`config.mk`:
```
export PLATFORM = sky130hd
export DESIGN_NAME = bin2gray_cnt_flat
export DESIGN_NICKNAME = d
export VERILOG_FILES = /design/src/rtl/bin2gray_cnt_if.sv /design/src/rtl/bin2gray_cnt.sv /design/src/flat_wrapper.sv
export SDC_FILE = /design/constraint.sdc
export NUM_CORES = 1
export LEC_CHECK = 0
export CORE_MARGIN = 1.5
export CORE_UTILIZATION = 47
export DETAILED_ROUTE_END_ITERATION = 6
export PLACE_DENSITY_LB_ADDON = 0.05
export SLEW_MARGIN = 25
export SYNTH_ARGS = -nofsm -noshare
export SYNTH_HDL_FRONTEND = slang
export SYNTH_SLANG_ARGS = --single-unit
```
`constraint.sdc`:
```
create_clock -name clk -period 2.68 [get_ports clk]
set_input_delay 0.402 -clock clk [delete_from_list [all_inputs] [get_ports clk]]
set_output_delay 0.402 -clock clk [all_outputs]
set_load 0.01 [all_outputs]
```
`src/rtl/bin2gray_cnt_if.sv`:
```
// rtl/bin2gray_cnt_if.sv - control/status bundle for the up/down Gray-code counter
interface bin2gray_cnt_if #(
    parameter int W = 4
);
    logic         en;
    logic         up;
    logic         load;
    logic [W-1:0] load_val;
    logic [W-1:0] bin;
    logic [W-1:0] gray;
    logic         tc;
    logic         wrap;
    logic         chg;

    modport master (
        output en, up, load, load_val,
        input  bin, gray, tc, wrap, chg
    );

    modport slave (
        input  en, up, load, load_val,
        output bin, gray, tc, wrap, chg
    );
endinterface

```
`src/rtl/bin2gray_cnt.sv`:
```
// rtl/bin2gray_cnt.sv - up/down binary counter with registered Gray-code view
module bin2gray_cnt #(
    parameter int           W       = 4,
    parameter logic [W-1:0] RST_VAL = '0
) (
    input  logic          clk,
    input  logic          rst,
    bin2gray_cnt_if.slave bus
);

    localparam logic [W-1:0] MAX_VAL = '1;
    localparam logic [W-1:0] RST_GRAY = RST_VAL ^ (RST_VAL >> 1);

    logic [W-1:0] bin_q;
    logic [W-1:0] gray_q;
    logic         wrap_q;
    logic         chg_q;

    logic [W-1:0] step_bin;
    logic [W-1:0] step_gray;
    logic         step_wrap;
    logic [W-1:0] load_gray;

    // Gray is derived from the next binary value so both views move on the same edge.
    always_comb begin
        step_bin  = bus.up ? (bin_q + W'(1)) : (bin_q - W'(1));
        step_gray = step_bin ^ (step_bin >> 1);
        step_wrap = bus.up ? (bin_q == MAX_VAL) : (bin_q == '0);
        load_gray = bus.load_val ^ (bus.load_val >> 1);
    end

    always_ff @(posedge clk) begin
        if (rst) begin
            bin_q  <= RST_VAL;
            gray_q <= RST_GRAY;
            wrap_q <= 1'b0;
            chg_q  <= 1'b0;
        end else if (bus.load) begin
            bin_q  <= bus.load_val;
            gray_q <= load_gray;
            wrap_q <= 1'b0;
            chg_q  <= (load_gray != gray_q);
        end else if (bus.en) begin
            bin_q  <= step_bin;
            gray_q <= step_gray;
            wrap_q <= step_wrap;
            chg_q  <= 1'b1;
        end else begin
            wrap_q <= 1'b0;
            chg_q  <= 1'b0;
        end
    end

    // Terminal count follows the direction input combinationally.
    always_comb begin
        bus.bin  = bin_q;
        bus.gray = gray_q;
        bus.wrap = wrap_q;
        bus.chg  = chg_q;
        bus.tc   = bus.up ? (bin_q == MAX_VAL) : (bin_q == '0);
    end

endmodule
```
`src/flat_wrapper.sv`:
```
// flat-port wrapper written by rule: the top's interface ports become plain ports
module bin2gray_cnt_flat 
#(
    parameter int           W       = 4,
    parameter logic [W-1:0] RST_VAL = '0
)
  (clk, rst, bus_en, bus_up, bus_load, bus_load_val, bus_bin, bus_gray, bus_tc, bus_wrap, bus_chg);
  bin2gray_cnt_if #(.W(W)) bus_i ();
  input  logic clk;
  input  logic rst;
  input wire logic [$bits(bus_i.en)-1:0] bus_en;
  input wire logic [$bits(bus_i.up)-1:0] bus_up;
  input wire logic [$bits(bus_i.load)-1:0] bus_load;
  input wire logic [$bits(bus_i.load_val)-1:0] bus_load_val;
  output wire logic [$bits(bus_i.bin)-1:0] bus_bin;
  output wire logic [$bits(bus_i.gray)-1:0] bus_gray;
  output wire logic [$bits(bus_i.tc)-1:0] bus_tc;
  output wire logic [$bits(bus_i.wrap)-1:0] bus_wrap;
  output wire logic [$bits(bus_i.chg)-1:0] bus_chg;
  assign bus_i.en = bus_en;
  assign bus_i.up = bus_up;
  assign bus_i.load = bus_load;
  assign bus_i.load_val = bus_load_val;
  assign bus_bin = bus_i.bin;
  assign bus_gray = bus_i.gray;
  assign bus_tc = bus_i.tc;
  assign bus_wrap = bus_i.wrap;
  assign bus_chg = bus_i.chg;
  bin2gray_cnt #(.W(W), .RST_VAL(RST_VAL)) u_core (.clk(clk), .rst(rst), .bus(bus_i));
endmodule
```
# Yosys cells after proc, flatten, opt, wreduce, memory -nomap -nowiden
# Index checks and enable logic that the tools add are counted.
[word_totals]
register_bits = 10
inputBits = 9
out_inout_bits = 11
wordCells = 22
[classes]
n_addsub = 2
eq_ne = 2
n_mux = 8
n_bitwise = 3
n_reduce_logical = 3
[op_table]
columns = ["cell", "count"]
rows = [
  ["2-to-1 mux 4 bit", 5],
  ["bitwise XOR 4 x 3 -> 4 bit", 2],
  ["adder 4 x 1 -> 4 bit (second input constant)", 1],
  ["== test 4 bit (second input constant)", 1],
  ["logical NOT 4 bit", 1],
  ["inequality test 4 bit", 1],
  ["subtractor 4 x 1 -> 4 bit (second input constant)", 1],
  ["2-to-1 mux 1 bit", 3],
  ["OR reduction 3 bit", 1],
  ["nonzero test 2 bit", 1],
  ["NOT 1 bit", 1],
]

# Depth between registers and ports, before layout
[depth]
word_depth = 5
mapped_depth = 6

# Worst setup path after synthesis
# No wires, ideal clock.
[synth_timing]
kind = "register to register"
start = "reg u_core.bin_q[0] (netlist: u_core.bus.bin[0])"
end = "reg u_core.gray_q[2] (netlist: u_core.bus.gray[2])"
setup_ns = 0.130
arrival_ns = 1.497
t_required_ns = 2.550
path_slack_ns = 1.054
stages_incl_launch_ff = 6
n_path_buf = 0
period_less_slack_ns = 1.626
cell_sequence = "dfxtp_1 -> fa_1 -> xnor2_2 -> xor2_1 -> xnor2_1 -> o22ai_1"
[synth_between]
elab_chain_len = 5
[synth_rtl]
columns = ["element", "line", "rtl"]
rows = [
  ["start, declared", "bin2gray_cnt.sv:14", "logic [W-1:0] bin_q;"],
  ["start signal, assigned", "bin2gray_cnt.sv:39", "bin_q <= bus.load_val;"],
  ["start signal, assigned", "bin2gray_cnt.sv:44", "bin_q <= step_bin;"],
  ["subtractor 4 x 1 -> 4 bit / adder 4 x 1 -> 4 bit (equally long branches)", "bin2gray_cnt.sv:26", "step_bin = bus.up ? (bin_q + W'(1)) : (bin_q - W'(1));"],
  ["2-to-1 mux 4 bit (*)", "bin2gray_cnt.sv:26", ""],
  ["bitwise XOR 4 x 3 -> 4 bit (*)", "bin2gray_cnt.sv:27", "step_gray = step_bin ^ (step_bin >> 1);"],
  ["2-to-1 mux 4 bit (*)", "bin2gray_cnt.sv:43", "end else if (bus.en) begin"],
  ["2-to-1 mux 4 bit (*)", "bin2gray_cnt.sv:38", "end else if (bus.load) begin"],
  ["end signal, assigned", "bin2gray_cnt.sv:40", "gray_q <= load_gray;"],
  ["end signal, assigned", "bin2gray_cnt.sv:45", "gray_q <= step_gray;"],
  ["end, declared", "bin2gray_cnt.sv:15", "logic [W-1:0] gray_q;"],
]
# Every way passes the cells marked *; elsewhere a longest branch is shown, timed or not. The select of a mux whose other input is x is not followed.
# A chain may end at the register's enable or synchronous reset.

# Final worst setup path
[layout_timing]
start = "in bus_up"
end = "out bus_tc"
[layout_between]
elab_chain_len = 1
[layout_rtl]
columns = ["element", "line", "rtl"]
rows = [
  ["start, declared", "flat_wrapper.sv:12", "input wire logic [$bits(bus_i.up)-1:0] bus_up;"],
  ["2-to-1 mux 1 bit", "bin2gray_cnt.sv:60", "bus.tc = bus.up ? (bin_q == MAX_VAL) : (bin_q == '0);"],
  ["end, declared", "flat_wrapper.sv:17", "output wire logic [$bits(bus_i.tc)-1:0] bus_tc;"],
]
# Every way passes these cells.

==> metrics.cfg <==
[floorplanning]
core_area_mm2=0.00128
row_count=13
die_x_um=39.8
dieHeight_um=39.8
ios=20
start_util_pct=49.5
die_area_mm2=0.00158

[cells_and_area]
syn_to_final_growth_pct=32.7
fin_area_um2=843
num_antenna_cells=0
instances_no_fill=105
fin_nets=103
utilization_pct=65.6
drive_gt1_share_pct=7.78

[synth]
seq_area_frac_synth_pct=28.3
avgSynthCellArea_um2=8.83
synthTopCellsByArea=dfxtp_1, xnor2_1, xor2_1
synthSimpleGateAreaFrac_pct=15.2
yosysTopAreaCell=dfxtp_1
syn_nets=84
synth.distinct_cells=29
yosysTopAreaCellShare_pct=28.3
ys.flop_type=dfxtp_1
ys_warn_count=0
synthAdderAreaFrac_pct=7.09
synth_xor_area_share_pct=21.7
synth_top_family_by_area=XOR/XNOR gates
synthArstFlopShare_pct=0
synth_edf_count=0
synth-seq-cells=9
synth_area_um2=636
synth-compound-area-share_pct=20.7
ys_top_cells_by_count=dfxtp_1, nor2_1, xnor2_1
synth_cells=72
synth_mux_area_share_pct=1.57

[timing]
fin_ws_ns=0.416
layout_min_cycle_time_ns=2.26
setup-tns-final_ns=0
skew_ns=0.000116
holdWs_ns=0.630
maxSlewHeadroom_pct=61.5
hold_viol_final=0
fin_crit_sh_pct=84.5
finalSetupViolations=0
timing.fmax_ghz=0.442
rsz0062_at_grt=no
slew_violations=0
worst_pin_slew_ns=0.575

[worst_setup_path]
start_kind=primary input
crit_type=primary input to output pin
worst_path_largest_cell_delay_ns=0.58
crit_fanout=5
required_ns=2.28
crit_path_frequent_cell=clkdlybuf4s50_1
arrival_ns=1.86
end_kind=output pin
worstPathCellList=clkdlybuf4s50_1 > inv_1 > o21ai_0 > clkdlybuf4s50_1
slowest_stage=clkdlybuf4s50_1

[clock_tree]
htree_levels=1
clockBufferDepth=2
post_cts_buffers=0
numCtsBuffers=3
post_cts_resized=0
cts.sinks=9
clk_pin_slew_worst_paths_ns=0.06
root_buffer=clkbuf_4
hold_buffers=0
clock_latency_ns=0.26
cts_tree=yes

[global_route]
use_met3_pct=8.52
globalRouteMet1Util_pct=19.8
grt_pass1_vias=436
overflow=0
grt_first_pass_wirelength_um=1840
antenna_found_initial=0
grt_start_max_net_pins=18
grt_usage_pct=18.4
busiest_layer=met2
met2_usage_pct=31.6

[job]
cap_violations=0

[place]
place_congestion=0.741
dpl-instance-area_um2=817
hpwl_um=971
pre_cts_ws_ns=0.398
place_inst=101
port_buffers=19

[drt]
routedWlPerCell_um=11.6
drtIter0Drc=2
vias_per_cell=5.13
vias=539
first_pass_iters=2
post-route-drc-count=0
ant_nets=0
drt-total-wl_um=1220

[min_path]
min_path_type=flop to flop

[power_and_ir_drop]
power.total_mw=0.425
power_density_mw_per_mm2=504
ir_drop_mv=0.304
p_leak_nw=0.321

[run_status]
status=completed

placed cells by master (no fill, tap or decap):
master / n
a211oi_1: 3
a21o_1: 1
a21oi_1: 6
a21oi_4: 1
a221oi_2: 1
a31oi_1: 1
clkbuf_1: 1
clkbuf_4: 3
clkdlybuf4s50_1: 19
dfxtp_1: 9
fa_1: 1
ha_1: 2
inv_1: 2
mux2i_1: 1
nand2_1: 3
nand4_1: 1
nor2_1: 9
nor2b_1: 2
nor3_1: 1
nor3b_1: 2
nor4_1: 1
o2111ai_1: 1
o21a_1: 1
o21ai_0: 1
o22ai_1: 2
or3_1: 1
xnor2_1: 7
xnor2_2: 2
xor2_1: 5
power breakdown:
group	leakage [nW]	total [mW]	switching, mW	internal (mW)
clock network	0.0150	0.103	0.0461	0.0573
registers	0.0746	0.161	0.0153	0.146
logic	0.232	0.160	0.0709	0.0894
final timing paths:
check,start,to,slack (ns),cells after the start
setup / recovery,bus_up,bus_tc,0.42,4
setup reg to reg,u_core.bus.bin[0],u_core.bus.gray[0],0.97,5
hold reg to reg,u_core.bus.gray[1],u_core.bus.gray[1],0.63,2
hold / removal,u_core.bus.gray[1],u_core.bus.gray[1],0.63,2
worst max-delay path, delay by kind of cell:
kind	cells	cell delay, ns
buf+inv	3	1.22
compound gates	1	0.25
cell type report:
class | count | area [um^2]
multi-input cells | 56 | 420
inverters | 2 | 7.51
flip-flops and latches | 9 | 180
fillers | 127 | 442
repair buffers | 19 | 190
clock buffers | 4 | 26.3
well taps | 15 | 18.8
flip-flops by register name, summed over array words and instances, names as in the netlist:
| register | flops |
|---|---|
| u_core.bus.chg | 1 |
| u_core.bus.wrap | 1 |
| u_core.bus.bin | 4 |
| u_core.bus.gray | 3 |
layer usage:
metal	vias to the layer above	wire, um
li1	286	-
met1	238	579
met2	15	578
met3	0	65
met4	0	0
met5	-	0
cells by family after synthesis:
kind of cell,Yosys count
simple gates,20
compound gates,18
xor+xnor,14
flops,9
buf+inv,7
fa+ha+maj,3
mux,1
(Power assumes the default switching activity.)
